## src/rtl/seq_detector_counter.sv

```systemverilog
`default_nettype none
// ============================================================================
// Module      : seq_detector_counter
// Description : Serial sequence detector with a runtime-loadable pattern and
//               don't-care mask, selectable overlapping/non-overlapping
//               detection, Mealy and Moore match outputs, and a wrapping or
//               saturating hit counter with a sticky overflow flag.
// Revision    : 1.0 - initial release
// ----------------------------------------------------------------------------
// Parameters
//   W            : pattern / window width in bits (2..16)
//   CNT_W        : hit counter width
//   SATURATE     : 0 = counter wraps to 0 after max, 1 = counter holds at max
//   PATTERN_INIT : pattern register value after reset
// Ports
//   clk        in   1      system clock, rising edge
//   reset      in   1      synchronous active-high reset
//   en         in   1      sample strobe, one bit consumed per en cycle
//   a          in   1      serial data bit, valid when en=1
//   overlap    in   1      1 = overlapping detection, 0 = restart after match
//   load       in   1      latch pattern_in/mask_in and restart history
//   pattern_in in   W      new pattern (bit W-1 oldest, bit 0 newest)
//   mask_in    in   W      1 = compare bit, 0 = don't care
//   clear      in   1      zero counter/overflow and restart history
//   y_mealy    out  1      combinational match including current a
//   y_moore    out  1      registered match, held between en cycles
//   hit_cnt    out  CNT_W  number of matches
//   overflow   out  1      sticky, set on a match with hit_cnt all-ones
// ============================================================================
module seq_detector_counter #(
  parameter int             W            = 4,
  parameter int             CNT_W        = 8,
  parameter int             SATURATE     = 0,
  parameter logic [W-1:0]   PATTERN_INIT = W'(4'b1011)
) (
  input  logic             clk,
  input  logic             reset,
  input  logic             en,
  input  logic             a,
  input  logic             overlap,
  input  logic             load,
  input  logic [W-1:0]     pattern_in,
  input  logic [W-1:0]     mask_in,
  input  logic             clear,
  output logic             y_mealy,
  output logic             y_moore,
  output logic [CNT_W-1:0] hit_cnt,
  output logic             overflow
);

  // The fill counter only needs to reach W, so it is sized for 0..W.
  localparam int          c_FILL_W = $clog2(W + 1);
  localparam logic [c_FILL_W-1:0] c_FILL_FULL = c_FILL_W'(W);
  localparam logic [c_FILL_W-1:0] c_FILL_READY = c_FILL_W'(W - 1);
  localparam bit          c_WRAP = (SATURATE == 0);

  // Only the W-1 most recent bits are kept; the newest bit of the window is
  // always the live input a.
  logic [W-2:0]          r_hist;
  logic [c_FILL_W-1:0]   r_fill;
  logic [W-1:0]          r_pattern;
  logic [W-1:0]          r_mask;
  logic                  r_y_moore;
  logic [CNT_W-1:0]      r_hit_cnt;
  logic                  r_overflow;

  logic [W-1:0]          w_win;
  logic                  w_ctl;
  logic                  w_filled;
  logic                  w_cmp_ok;
  logic                  w_match;
  logic                  w_cnt_at_max;

  assign w_win        = {r_hist, a};
  assign w_ctl        = load | clear;
  assign w_filled     = (r_fill >= c_FILL_READY);
  assign w_cmp_ok     = (((w_win ^ r_pattern) & r_mask) == '0);
  // load/clear take priority over sampling, and reset suppresses the
  // combinational output as well so nothing is flagged in a reset cycle.
  assign w_match      = en & ~w_ctl & ~reset & w_filled & w_cmp_ok;
  assign w_cnt_at_max = &r_hit_cnt;

  always_ff @(posedge clk) begin
    if (reset) begin
      r_hist     <= '0;
      r_fill     <= '0;
      r_pattern  <= PATTERN_INIT;
      r_mask     <= '1;
      r_y_moore  <= 1'b0;
      r_hit_cnt  <= '0;
      r_overflow <= 1'b0;
    end else if (w_ctl) begin
      // Both controls restart the history; en is ignored this cycle.
      r_fill    <= '0;
      r_y_moore <= 1'b0;
      if (load) begin
        r_pattern <= pattern_in;
        r_mask    <= mask_in;
      end
      if (clear) begin
        r_hit_cnt  <= '0;
        r_overflow <= 1'b0;
      end
    end else if (en) begin
      r_hist    <= w_win[W-2:0];
      r_y_moore <= w_match;

      // Non-overlapping mode discards the bits that formed the match; the
      // stale history contents are masked out by the fill count.
      if (w_match && !overlap) begin
        r_fill <= '0;
      end else if (r_fill < c_FILL_FULL) begin
        r_fill <= r_fill + c_FILL_W'(1);
      end

      if (w_match) begin
        if (w_cnt_at_max) begin
          r_overflow <= 1'b1;
          if (c_WRAP) begin
            r_hit_cnt <= '0;
          end
        end else begin
          r_hit_cnt <= r_hit_cnt + CNT_W'(1);
        end
      end
    end
  end

  assign y_mealy  = w_match;
  assign y_moore  = r_y_moore;
  assign hit_cnt  = r_hit_cnt;
  assign overflow = r_overflow;

endmodule
`default_nettype wire

```

## config.mk

```make
export PLATFORM = sky130hd
export DESIGN_NAME = seq_detector_counter
export DESIGN_NICKNAME = d
export VERILOG_FILES = /design/src/rtl/seq_detector_counter.sv
export SDC_FILE = /design/constraint.sdc
export NUM_CORES = 1
export LEC_CHECK = 0
export CAP_MARGIN = 10
export CORE_UTILIZATION = 49
export DETAILED_ROUTE_END_ITERATION = 16
export HOLD_SLACK_MARGIN = 0.02
export PLACE_DENSITY = 0.73
export SYNTH_ARGS = -nofsm -noshare
export SYNTH_HDL_FRONTEND = slang
export SYNTH_SLANG_ARGS = --single-unit
```

## constraint.sdc

```tcl
create_clock -name clk -period 2 [get_ports clk]
set_input_delay 0.3 -clock clk [delete_from_list [all_inputs] [get_ports clk]]
set_output_delay 0.3 -clock clk [all_outputs]
set_load 0.01 [all_outputs]
```

[Yosys cells after proc, flatten, opt, wreduce, memory -nomap -nowiden]
Cells that the tools add are included.
Operators by class
  shift-type cells: 0
  bitwise gates (word level): 9
  multipliers: 0
  order comparisons: 2
  divide/modulo/power cells: 0
  reductions and logical operators: 14
  equality and inequality tests: 1
  muxes and demuxes: 12
  add/sub/neg operators: 2
Operators by type and width (number)
  8-bit 2-to-1 mux: 5
  8-bit by 1-bit adder with 8-bit output (second input constant): 1
  8-bit AND reduction: 1
  2-bit nonzero test: 4
  3-bit 2-to-1 mux: 2
  2-bit AND reduction: 3
  1-bit 2-to-1 mux: 5
  1-bit bitwise AND: 4
  4-bit bitwise AND: 1
  4-bit zero test: 1
  4-bit AND reduction: 1
  4-bit XOR: 1
  3-bit by 1-bit adder with 3-bit output (second input constant): 1
  3-bit by 2-bit >= comparator with 1-bit output (second input constant): 1
  3-bit < comparator (second input constant): 1
  3-bit AND reduction: 1
  2-bit != test (second input constant): 1
  1-bit NOT: 2
  2-bit OR reduction: 1
  1-bit logical AND: 1
  1-bit zero test: 1
  1-bit OR: 1
Storage, ports and cells
  bits in writable memories: 0
  bits in read-only memories: 0
  latch bits: 0
  memories: 0
  logic and storage cells: 47
  bits in registers: 24

[Logic depth before layout (Yosys ltp)]
  depth after elaboration: 9
  mapped depth: 7

[Worst setup path after synthesis]
OpenSTA, ideal clock, no wires.
  path kind: register -> register
  start: register r_fill[0]
  end: register r_fill[2]
  arrival time: 1.558 ns
  clock period less this slack: 1.653 ns
  setup slack: 0.347 ns
  cell stages (with the launch flop): 8
  cells stage by stage: dfxtp_1 -> ha_1 -> ha_1 -> a211o_1 -> and3_4 -> nand3_4 -> inv_2 -> a221oi_1
Between the ends
  word-level cells in the longest chain between the ends: 6
  elaborated cells on any way between the ends: 10
  classes of those cells: add/sub: 1; order compare: 2; mux: 2; bitwise: 2; reduce/logical: 3
Ends and longest elaborated chain
  from (decl): RTL line 60  | logic [c_FILL_W-1:0] r_fill;
  from (signal assigned): RTL line 113  | r_fill <= r_fill + c_FILL_W'(1);
  3-bit by 2-bit >= comparator with 1-bit output (*): RTL line 76  | assign w_filled = (r_fill >= c_FILL_READY);
  1-bit bitwise AND (*) (2 in series): RTL line 80  | assign w_match = en & ~w_ctl & ~reset & w_filled & w_cmp_ok;
  via y_mealy: RTL line 45  | output logic y_mealy,
  1-bit logical AND (*): RTL line 110  | if (w_match && !overlap) begin
  2-bit nonzero test (no source line)
  2-bit AND reduction (no source line)
Mark *: on every way through the listed nets, which the timed path passes. The rest lies on a longest branch. The select of a mux whose other input is x is not followed.
A chain may end at the register's enable or synchronous reset.

[Worst setup path in the final report]
  start: register r_fill[0]
  end: output y_mealy
Between the ends
  word-level cells in the longest chain between the ends: 3
Ends and longest elaborated chain (RTL line)
  3-bit by 2-bit >= comparator with 1-bit output: 76
  1-bit bitwise AND (2 in series): 80
  to (decl): 45
No other way between the ends.

==> flow_summary.yaml <==
status:
  run_status: "finished, final reports clean"
yosys:
  syn-cell-area_mm2: 0.00122
  ys_warn_count: 0
  ys_async_sr_fraction: 0
  ys_seq_area_frac: 0.393
  synth_area_leaders: "dfxtp_1 39%, mux2i_1 9.8%, nand2_1 6.1%"
  ys.flop_type: "dfxtp_1"
  synth.net_count: 151
  syn-mean-instance-area_um2: 9.20
  synth.distinct_cells: 38
  synth_top_area_share: 0.393
  synth_area_leader_cell: "dfxtp_1"
  synth-edff-count: 0
  ys_ff_latch: 24
  syn_inst: 133
clock_tree:
  clkLatencyLatePin_ps: 320
  cts_buffers: 3
  hold_buffers: 0
  clock_sinks: 24
  clockBufferDepth: 2
  htree_num_levels: 1
  root_buffer: "clkbuf_4"
  clkTransAtPathRegs_ps: 140
  cts_setup_buffers: 0
  cts_tree: "yes"
timing:
  fmaxAchievable_ghz: 0.510
  max_slew.worst_pin.slew_ps: 470
  period_minus_slack_ps: 1960
  hold_viol: 0
  skew_ps: 3.45
  slew_headroom: 0.678
  drv_slew: 0
  whs_ps: 481
  setup_viol: 0
  rsz0062_at_grt: "yes"
  fin_crit_sh: 0.980
grt:
  busiest_layer: "met2"
  grt_overflow: 0
  grt_max_degree: 15
  gr-usage-met1: 0.305
  met2_usage: 0.425
  grt_pass1_vias: 1097
  grt_use_total: 0.250
  grt_pass1_wl_mm: 4.95
  globalRouteMet3Util: 0.0409
  antenna_found_initial: 0
layout:
  fill_cells: 182
  diodes: 0
  fin_util: 0.725
  final_nets: 188
  syn_to_final_growth_pct: 34.9
  postLayoutCellArea_mm2: 0.00165
  drive_gt1_frac: 0.172
worst_setup_path:
  crit_path_max_incr_delay_ps: 360
  end_kind: "primary output"
  required_ps: 1700
  critPathMaxFanout: 2
  crit_top_cell: "ha_4"
  critPathSlowestCell: "dfxtp_2"
  r2r_cells: 8
  cp.arrival_ps: 1660
  cp_top_family: "flip-flops"
  cp.depth: 7
  critPathBufInv: 2
  worstPathCellList: "ha_4, ha_4, a211o_1, and3_4, nand3_4, inv_2, buf_6"
  critical_path_class: "reg -> out"
  worst_setup_path_start_kind: "register"
floorplan:
  coreArea_mm2: 0.00228
  rows: 17
  die_y_um: 52.0
  dieArea_mm2: 0.00270
  die_w_um: 52.0
  io_pins: 26
  initial_core_util: 0.538
drt:
  drtPass1Iterations: 4
  drtAntennaViolNets: 0
  wire_per_inst_um: 14.7
  drc: 0
  vias_per_cell: 5.74
  vias: 1130
  routed_wl_mm: 2.90
  drtIter0Drc: 15
run:
  maxCapViolations: 0
min_path:
  min_path_cells: 2
  min-delay-path-class: "reg -> reg"
placement:
  place_area_mm2: 0.00157
  io_buffers: 25
  routabilityCongestion: 0.881
  dp_hpwl_mm: 2.22
power:
  report.power.total_uw: 980
  power_density_mw_per_mm2: 594
  p_leak_uw: 0.000637
  ir_drop_mv: 0.458
## metrics by stage
step	TNS, ps	instances	worst slack, ps
after global routing	-25.8	197	-25.8
final	0	197	40.5
after global placement	-233	193	-193
after CTS	0	197	6.42
after floorplan	0	133	347
after detailed placement	-231	193	-224
## cell families (layout without fill, tap and decap cells)
kind of cell    count (synthesis)  after routing  synth area share
compound gates                 28             28             0.187
xor+xnor                        4              4            0.0286
fa+ha+maj                       3              3            0.0307
buf+inv                        12             48            0.0440
flops                          24             24             0.393
mux                            12             12            0.0982
simple gates                   50             50             0.219
## per-layer routing
metal,vias up,share of wire
met5,-,0
met4,0,0.018
met3,6,0.031
met2,27,0.50
met1,532,0.45
li1,565,-
## power breakdown
| part | switching [uW] | total [uW] | internal, uW |
|---|---|---|---|
| Clock | 157 | 360 | 203 |
| Sequential | 9.19 | 499 | 490 |
| Combinational | 60.4 | 122 | 61.4 |
## repair_timing
| item | in CTS | in global routing |
|---|---|---|
| pin swaps | 2 | 1 |
| setup endpoints to repair | 1 | 1 |
| gates cloned | 0 | 0 |
| resized for setup | 5 | 7 |
## final timing paths
path	endpoint	slack (ps)	from
worst min register to register	y_moore	480	y_moore
worst max register to register	r_fill[2]	260	r_fill[0]
worst max-delay path	y_mealy	40	r_fill[0]
worst min-delay path	y_moore	480	y_moore
## synthesized netlist by cell type (all sizes together) (2+ instances only)
library cell,n
xor2,4
nor2,5
o2111ai,2
dfxtp,24
inv,8
a22o,3
a211o,2
nand4,2
mux2i,12
ha,3
clkbuf,2
nand2,20
nand3,10
o41ai,3
nand2b,2
nor4,3
and3,3
a21oi,7
a22oi,2
buf,2
## flip-flops by register name, indices dropped and copies added (netlist names)
| register | count |
|---|---|
| hit_cnt | 8 |
| overflow | 1 |
| r_fill | 3 |
| r_hist | 3 |
| r_mask | 4 |
| r_pattern | 4 |
| y_moore | 1 |
## cell usage in the layout, fill, tap and decap left out, types with 3 or more instances in the layout
cell	count
xor2_1	4
dfxtp_1	21
clkdlybuf4s50_1	24
buf_4	11
a21oi_1	7
nor2_1	5
dfxtp_2	3
clkbuf_4	3
mux2i_1	12
nand2_1	20
a22o_1	3
nor4_1	3
nand3_1	9
inv_1	7
o41ai_1	3
## worst register-to-register path, cell delays in order, from the launching register on
cell      delay (ps)
dfxtp_2          360
ha_4             160
ha_4             140
a211o_1          280
and3_4           170
nand3_4           80
inv_2             40
buf_4            140
a221oi_1         270
## area by class of cell
| type | count | area, um2 | share of cell area |
|---|---|---|---|
| Multi-Input combinational cell | 97 | 714 | 0.433 |
| Sequential cell | 24 | 484 | 0.293 |
| Timing Repair Buffer | 36 | 334 | 0.202 |
| Tap cell | 28 | 35.0 | 0.0212 |
| Clock inverter | 1 | 30.0 | 0.0182 |
| Inverter | 8 | 30.0 | 0.0182 |
| Clock buffer | 3 | 22.5 | 0.0136 |
Note: power is estimated with default switching activity, not from simulation.
